## config.mk

```make
export PLATFORM = sky130hd
export DESIGN_NAME = trace_readout
export DESIGN_NICKNAME = d
export VERILOG_FILES = /design/src/rtl/trace_readout.sv
export SDC_FILE = /design/constraint.sdc
export NUM_CORES = 1
export LEC_CHECK = 0
export ABC_AREA = 1
export ABC_CLOCK_PERIOD_IN_PS = 2700
export BUFFER_PORTS_ARGS = -buffer_cell sky130_fd_sc_hd__buf_2
export CAP_MARGIN = 20
export CORE_MARGIN = 2
export CORE_UTILIZATION = 56
export CTS_CLUSTER_DIAMETER = 100
export DETAILED_ROUTE_END_ITERATION = 8
export GPL_TIMING_DRIVEN = 1
export PLACE_DENSITY = 0.81
export SYNTH_ARGS = -nofsm -noshare
export SYNTH_HDL_FRONTEND = slang
export SYNTH_SLANG_ARGS = --single-unit
```

## constraint.sdc

```tcl
create_clock -name clk -period 2.7 [get_ports clk]
set_clock_uncertainty 0.2 [all_clocks]
set_input_delay 0.135 -clock clk [delete_from_list [all_inputs] [get_ports clk]]
set_output_delay 0.135 -clock clk [all_outputs]
set_load 0.1 [all_outputs]
```

## src/rtl/trace_readout.sv

```systemverilog
// trace_readout: streams a captured event from four 8-bit sample RAMs, oldest pre-trigger sample first,
// enabled channels 1..4 in order. Define TRACE_READOUT_CHECKSUM_EN to append a per-channel XOR byte.
module trace_readout #(
    parameter int ram_width = 10
) (
    input  logic                 clk,
    input  logic                 rstn,
    input  logic                 start,
    input  logic [3:0]           chanmask,
    input  logic [ram_width-1:0] nsmp,
    input  logic [ram_width-1:0] triggerpoint,
    input  logic [ram_width-1:0] wraddress_triggerpoint,
    input  logic                 data_ready,
    output logic                 rden,
    output logic [ram_width-1:0] rdaddress,
    input  logic [7:0]           ram_q1,
    input  logic [7:0]           ram_q2,
    input  logic [7:0]           ram_q3,
    input  logic [7:0]           ram_q4,
    output logic [7:0]           tx_data,
    output logic                 tx_valid,
    input  logic                 tx_ready,
    output logic                 busy,
    output logic                 done,
    output logic                 aborted,
    output logic [2:0]           dbg_state
);

    // Handshake: once tx_valid rises, tx_data and tx_valid stay stable until a cycle with
    // tx_valid & tx_ready; the byte is transferred on that clock edge.
    typedef enum logic [2:0] {
        IDLE    = 3'd0,
        WAITRDY = 3'd1,
        ADDR    = 3'd2,
        CAPT    = 3'd3,
        SEND    = 3'd4,
`ifdef TRACE_READOUT_CHECKSUM_EN
        CSUM    = 3'd5,
`endif
        NEXTCH  = 3'd6,
        FIN     = 3'd7
    } state_t;

    state_t               state;
    logic [3:0]           mask_q;
    logic [ram_width-1:0] nsmp_q;
    logic [ram_width-1:0] tp_q;
    logic [ram_width-1:0] base_q;
    logic [ram_width-1:0] k;
    logic [1:0]           cur;
    logic                 abort_q;
`ifdef TRACE_READOUT_CHECKSUM_EN
    logic [7:0]           xor_q;
`endif

    logic [ram_width-1:0] base_calc;
    logic [ram_width-1:0] k_next;
    logic [3:0]           mask_rest;
    logic [7:0]           ram_sel;
    logic                 abort_now;
    logic                 last;

    assign base_calc = wraddress_triggerpoint - tp_q;
    assign k_next    = k + ram_width'(1);
    assign mask_rest = mask_q & ~(4'b0001 << cur);
    assign abort_now = abort_q | ~data_ready;
    assign last      = (k_next == nsmp_q);
    assign dbg_state = state;

    always_comb begin
        ram_sel = ram_q1;
        case (cur)
            2'd0: ram_sel = ram_q1;
            2'd1: ram_sel = ram_q2;
            2'd2: ram_sel = ram_q3;
            2'd3: ram_sel = ram_q4;
            default: ram_sel = ram_q1;
        endcase
    end

    function automatic logic [1:0] lowest(input logic [3:0] m);
        if (m[0])      return 2'd0;
        else if (m[1]) return 2'd1;
        else if (m[2]) return 2'd2;
        else           return 2'd3;
    endfunction

    always_ff @(posedge clk or negedge rstn) begin
        if (!rstn) begin
            state     <= IDLE;
            mask_q    <= '0;
            nsmp_q    <= '0;
            tp_q      <= '0;
            base_q    <= '0;
            k         <= '0;
            cur       <= '0;
            abort_q   <= 1'b0;
            rden      <= 1'b0;
            rdaddress <= '0;
            tx_data   <= '0;
            tx_valid  <= 1'b0;
            busy      <= 1'b0;
            done      <= 1'b0;
            aborted   <= 1'b0;
`ifdef TRACE_READOUT_CHECKSUM_EN
            xor_q     <= '0;
`endif
        end else begin
            done    <= 1'b0;
            aborted <= 1'b0;
            case (state)
                IDLE: begin
                    if (start) begin
                        mask_q  <= chanmask;
                        nsmp_q  <= nsmp;
                        tp_q    <= triggerpoint;
                        abort_q <= 1'b0;
                        busy    <= 1'b1;
                        state   <= WAITRDY;
                    end
                end
                WAITRDY: begin
                    if (data_ready) begin
                        if (mask_q == 4'b0000 || nsmp_q == '0) begin
                            state <= FIN;
                        end else begin
                            base_q    <= base_calc;
                            k         <= '0;
                            cur       <= lowest(mask_q);
                            rden      <= 1'b1;
                            rdaddress <= base_calc;
`ifdef TRACE_READOUT_CHECKSUM_EN
                            xor_q     <= '0;
`endif
                            state     <= ADDR;
                        end
                    end
                end
                ADDR: begin
                    rden <= 1'b0;
                    if (!data_ready) begin
                        aborted <= 1'b1;
                        busy    <= 1'b0;
                        state   <= IDLE;
                    end else begin
                        state <= CAPT;
                    end
                end
                CAPT: begin
                    if (!data_ready) begin
                        aborted <= 1'b1;
                        busy    <= 1'b0;
                        state   <= IDLE;
                    end else begin
                        tx_data  <= ram_sel;
                        tx_valid <= 1'b1;
`ifdef TRACE_READOUT_CHECKSUM_EN
                        xor_q    <= xor_q ^ ram_sel;
`endif
                        state    <= SEND;
                    end
                end
                SEND: begin
                    if (!data_ready) abort_q <= 1'b1;
                    if (tx_ready) begin
                        tx_valid <= 1'b0;
                        k        <= k_next;
                        if (abort_now) begin
                            aborted <= 1'b1;
                            busy    <= 1'b0;
                            state   <= IDLE;
                        end else if (last) begin
`ifdef TRACE_READOUT_CHECKSUM_EN
                            tx_data  <= xor_q;
                            tx_valid <= 1'b1;
                            state    <= CSUM;
`else
                            state    <= NEXTCH;
`endif
                        end else begin
                            rden      <= 1'b1;
                            rdaddress <= base_q + k_next;
                            state     <= ADDR;
                        end
                    end
                end
`ifdef TRACE_READOUT_CHECKSUM_EN
                CSUM: begin
                    if (!data_ready) abort_q <= 1'b1;
                    if (tx_ready) begin
                        tx_valid <= 1'b0;
                        if (abort_now) begin
                            aborted <= 1'b1;
                            busy    <= 1'b0;
                            state   <= IDLE;
                        end else begin
                            state <= NEXTCH;
                        end
                    end
                end
`endif
                NEXTCH: begin
                    k <= '0;
                    if (!data_ready) begin
                        aborted <= 1'b1;
                        busy    <= 1'b0;
                        state   <= IDLE;
                    end else if (mask_rest != 4'b0000) begin
                        mask_q    <= mask_rest;
                        cur       <= lowest(mask_rest);
                        rden      <= 1'b1;
                        rdaddress <= base_q;
`ifdef TRACE_READOUT_CHECKSUM_EN
                        xor_q     <= '0;
`endif
                        state     <= ADDR;
                    end else begin
                        mask_q <= mask_rest;
                        state  <= FIN;
                    end
                end
                FIN: begin
                    done  <= 1'b1;
                    busy  <= 1'b0;
                    state <= IDLE;
                end
                default: state <= IDLE;
            endcase
        end
    end

endmodule
```

* After elaboration in Yosys (flattened, before gate mapping)
Index checks and enable logic that the tools add are counted.
** Storage, ports and cells
- Bits in registers :: 73
- Input port bits :: 71
- Logic and storage cells :: 134
- Output and inout bits :: 26
** Operators by class
- Add/subtract/negate cells :: 3
- Reductions and logical operators :: 26
- Shift operators :: 1
- Eq/ne operators :: 22
- Bitwise operators :: 5
- Multiplexer cells :: 62
** Operators with widths (count)
- $mux 10 :: 10
- $pmux 10 s3 :: 2
- $pmux 8 s4 :: 1
- $mux 3 :: 9
- $ne 2x2->1 const B :: 12
- $mux 1 :: 21
- $mux 2 :: 9
- $pmux 3 s6 :: 1
- $reduce_and 8->1 :: 2
- $reduce_and 3->1 :: 5
- $reduce_bool 4->1 :: 3
- $add 10x1->10 const B :: 1
- $add 10x10->10 :: 1
- $eq 10x10->1 :: 1
- $logic_not 10->1 :: 1
- $reduce_and 5->1 :: 2
- $sub 10x10->10 :: 1
- $eq 3x3->1 const B :: 3
- $mux 4 :: 2
- $pmux 1 s4 :: 2
- $pmux 4 s2 :: 1
- $reduce_bool 2->1 :: 4
- $eq 3x2->1 const B :: 2
- $pmux 1 s2 :: 3
- 17 further kinds :: 20

* Logic depth before layout (Yosys ltp)
- Depth in word-level cells :: 9
- Mapped depth :: 19
- Depth with buffers taken out :: 19

* Worst setup path before layout
Ideal clock, no wire load.
- Path type :: reg-to-reg
- Start :: register state[1], in the netlist dbg_state[1]
- End :: register rdaddress[0]
- Clock period less this slack :: 2.485 ns
- Path buffers :: 2
- Cell stages (with the launch flop) :: 14
- Data arrival time :: 2.163 ns
- Data required time :: 2.378 ns
- Setup time :: 0.122 ns
- Setup slack :: 0.215 ns
- Path through :: dfrtp_1 > buf_2 > nor2_1 > inv_2 > nor2_2 > nand2_1 > nand2_1 > inv_1 > nand3_1 > nor2_1 > nand3_2 > buf_6 > nand2_1 > nand2_1
** Between the ends
- Longest elaborated chain between the ends :: 3
- Elaborated cells on any way between the ends :: 13
- Those cells by class :: 10 x eq/ne; 1 x mux; 2 x reduce/logical
** Ends and longest elaborated chain
- start: declaration :: RTL line 44 : state_t state;
- start signal: assignment :: RTL line 90 : state <= IDLE;
- start signal: assignment :: RTL line 119 : state <= WAITRDY;
- start signal: assignment :: RTL line 125 : state <= FIN;
- $eq 3x3->1 / $eq 3x1->1 (equally long branches) :: RTL line 111 : case (state)
- $ne 2x2->1 (no line) / $reduce_bool 3->1 (equally long branches)
- $reduce_and 8->1 (no line)
- end signal: assignment :: RTL line 131 : rdaddress <= base_calc;
- end signal: assignment :: RTL line 182 : rdaddress <= base_q + k_next;
- end signal: assignment :: RTL line 212 : rdaddress <= base_q;
- end: declaration :: RTL line 15 : output logic [ram_width-1:0] rdaddress,
Several ways; a longest one is shown, not always the timed one.
A chain may end at the register's enable or synchronous reset.

* Worst setup path after layout
- Start :: register k[1]
- End :: register rdaddress[8]
** Between the ends
- Longest elaborated chain between the ends :: 6
- Elaborated cells on any way between the ends :: 9
- Those cells by class :: 2 x add/sub; 2 x eq/ne; 4 x mux; 1 x reduce/logical
** Ends and longest elaborated chain
- start: declaration :: RTL line 49 : logic [ram_width-1:0] k;
- start signal: assignment :: RTL line 167 : k <= k_next;
- $add 10x1->10 (*) :: RTL line 64 : assign k_next = k + ram_width'(1);
- $add 10x10->10 :: RTL line 182
- $mux 10 :: RTL line 172 : end else if (last) begin
- $mux 10 :: RTL line 168 : if (abort_now) begin
- $mux 10 :: RTL line 165 : if (tx_ready) begin
- $pmux 10 s3 :: RTL line 111
Mark *: on every way between the ends. The rest lies on a longest branch, timed or not. The select of a mux whose other input is x is not followed.

==> results.ini <==
[run_status]
run_status=completed

[sta]
rsz0062_at_grt=true
slew_headroom_pct=50.4
finalCritPeriodShare_pct=96.5
hold_viol=0
finalSetupViolations=0
slew_violations=0
worst_pin_slew_ns=0.741
setup_slack_ns=0.0953
fin_crit_ns=2.60
timing.fmax_ghz=0.384
hold_ws_ns=0.00365

[placed_design]
gp_congestion=0.886
port_buffers=96
dpl.hpwl_um=10400
dp_slack_ns=0.000865
placed_area_mm2=0.00542
placed_cells=866

[drt]
vias=5125
dr.pass1.iters=5
post_drt_via_cell_ratio=5.52
drt_iter0_drc=310
drt-total-wl_um=14500
ant_nets=0
route.detailed.drc=0
wire_per_inst_um=15.7

[clock_tree]
h-tree-depth=3
clk_pin_slew_ns=0.08
clock_latency_ns=0.36
cts_buffer_depth=2
cts_tree=built
cts-root-buf=clkbuf_8
clock_sinks=73
cts_buffers=9

[final_layout]
nets=911
seqCellArea_mm2=0.00183
most-common-layout-cells=nand2_1, buf_2, inv_1
final_common_cell=nand2_1
fillCellCount=654
diodes=0
drive_gt1_share_pct=18.7
final_cells=928
layout-area-overhead-vs-synth_pct=28.6
post-route-cell-area_mm2=0.00615
multi_input_area_mm2=0.00258

[global_route]
antenna_found_initial=0
grt.total_usage_pct=32.6
grt_pass1_wl_um=23100
grt_max_degree=74
grt-ovfl-total=0
top_usage_layer=met2
met1_usage_pct=41.2
use_met3_pct=6.59
grt_use_met2_pct=54.3
grt_pass1_vias=4960

[synth]
synth_cell_type_count=42
syn_inst=667
avgSynthCellArea_um2=7.17
synth_top_area_cell=dfrtp_1
ys.flop_type=dfrtp_1
syn_area_mm2=0.00478
synth.ff_latch_count=73
yosys_warnings=0
synth_nets=760
synth.area.top_cells=dfrtp_1, nand2_1, inv_1
async_reset_ff_share_pct=100
ys_seq_area_share_pct=38.2
synth_top_cell_area_share_pct=38.2
synth_edf_count=0

[setup_path]
crit_slowest_cell=dfrtp_1
worstPathMaxFanout=4
slowest_delay_ns=0.41
setup.worst_path.start_class=register
worstPathCellList=buf_4 -> nand2_1 -> nor2_2 -> nand2_1 -> nand2_1 -> nand2_1 -> inv_1 -> ha_1 -> a21o_1 -> a31oi_1 -> nand3_1 -> nand3_1 -> nand3_1 -> nand4_1 -> nand2_1
path_buf_inv=2
endpoint_kind=register
cp.arrival_ns=2.65
cpMostUsedCell=nand2_1
crit_required_ns=2.74
worst-setup-path-type=reg -> reg
cp_top_family=simple AND/OR/NAND/NOR gates

[pwr]
vdd_drop_max_mv=0.730
power_switching_mw=4.29
seqPwrFrac_pct=24.7
p_total_mw=7.79
clkPwrFrac_pct=12.6
cellLeakagePower_nw=3.27
sw_frac_of_total_pct=55.1
p_int_mw=3.50
p_comb_share_pct=62.7
power.density_mw_per_mm2=1270

[floorplan]
start_util_pct=57.9
placementRows=33
die_x_um=96.4
die_area_mm2=0.00930
core_area_mm2=0.00826
pin_count=97
die_h_um=96.4

[min_path]
hold_path_class=in -> reg

[run]
max-cap-violations=0

==> kinds of logic (layout without fill, tap and decap cells) <==
logic type      count (synthesis)  count (layout)  synth area share [%]
fa+ha+maj                      22              22                  6.07
compound gates                102             102                  12.5
buf+inv                       108             264                  8.94
flops                          73              73                  38.2
mux                             3               3                 0.654
simple gates                  351             351                  32.2
xor+xnor                        8               8                  1.46
==> path summary, 6_finish.rpt <==
path	startpoint	to	slack, ns	cells past startpoint
max	k[1]	rdaddress[8]	0.1	15
min	wraddress_triggerpoint[0]	base_q[0]	0.004	4
max reg2reg	k[1]	rdaddress[8]	0.1	15
min reg2reg	rdaddress[3]	rdaddress[3]	0.27	2
max in group asynchronous	rstn	mask_q[3]	1.84	3
min in group asynchronous	rstn	nsmp_q[8]	0.13	3
==> per-layer routing <==
metal,vias to the layer above,share of wire [%]
met5,-,0
met4,0,3.1
met3,37,6.6
met2,217,48
met1,2374,42
li1,2497,-
==> registers in the layout, indices dropped and copies added (netlist names) <==
| name | count |
|---|---|
| abort_q | 1 |
| aborted | 1 |
| base_q | 10 |
| busy | 1 |
| cur | 2 |
| dbg_state | 3 |
| done | 1 |
| k | 10 |
| mask_q | 4 |
| nsmp_q | 10 |
| rdaddress | 10 |
| rden | 1 |
| tp_q | 10 |
| tx_data | 8 |
| tx_valid | 1 |
==> power groups by stage <==
stage / sequential (mW) / combinational (mW) / clock, mW
after global routing: 1.98 / 5.35 / 1.03
final: 1.92 / 4.88 / 0.981
after detailed placement: 1.92 / 4.60 / 0
after floorplan: 3.15 / 2.32 / 0
after global placement: 1.90 / 4.51 / 0
after CTS: 1.90 / 4.77 / 0.986
==> timing repair <==
item	4_1_cts	5_1_grt
resized for setup	1	9
pin swaps	0	3
setup buffers	1	1
hold buffers	44	0
hold endpoints to repair	108	0
setup endpoints to repair	1	4
==> per-stage QoR <==
| stage | TNS (ns) | util (%) |
|---|---|---|
| after floorplan | 0 | - |
| after global placement | 0 | 65.7 |
| after detailed placement | 0 | 65.7 |
| after CTS | 0 | 73.8 |
| after global routing | -0.0583 | 74.5 |
| final | 0 | 74.5 |
==> synthesized netlist by cell type, drive strengths merged, types with 3 or more instances <==
cell type / number
a21oi: 20
nand4: 21
dfrtp: 73
a41oi: 5
xor2: 4
ha: 20
nand3b: 3
nand2: 211
a31oi: 3
nand3: 57
o221ai: 3
nor3: 3
buf: 12
o22ai: 7
inv: 94
xnor2: 4
o211ai: 4
a221oi: 3
o21ai: 49
nor2: 51
a22o: 3
==> tightest hold or removal path: stages <==
cell and delay, ns:
buf_2 0.10, inv_1 0.05, ha_1 0.16, mux2i_1 0.07
==> layout make-up <==
cell class,count,area share [%]
Clock inverter,4,1.24
Sequential cell,73,29.7
Inverter,94,5.74
Tap cell,105,2.14
Clock buffer,12,2.36
Multi-Input combinational cell,486,42.0
Timing Repair Buffer,154,16.9
No activity file was read; power rests on OpenSTA's default activity.
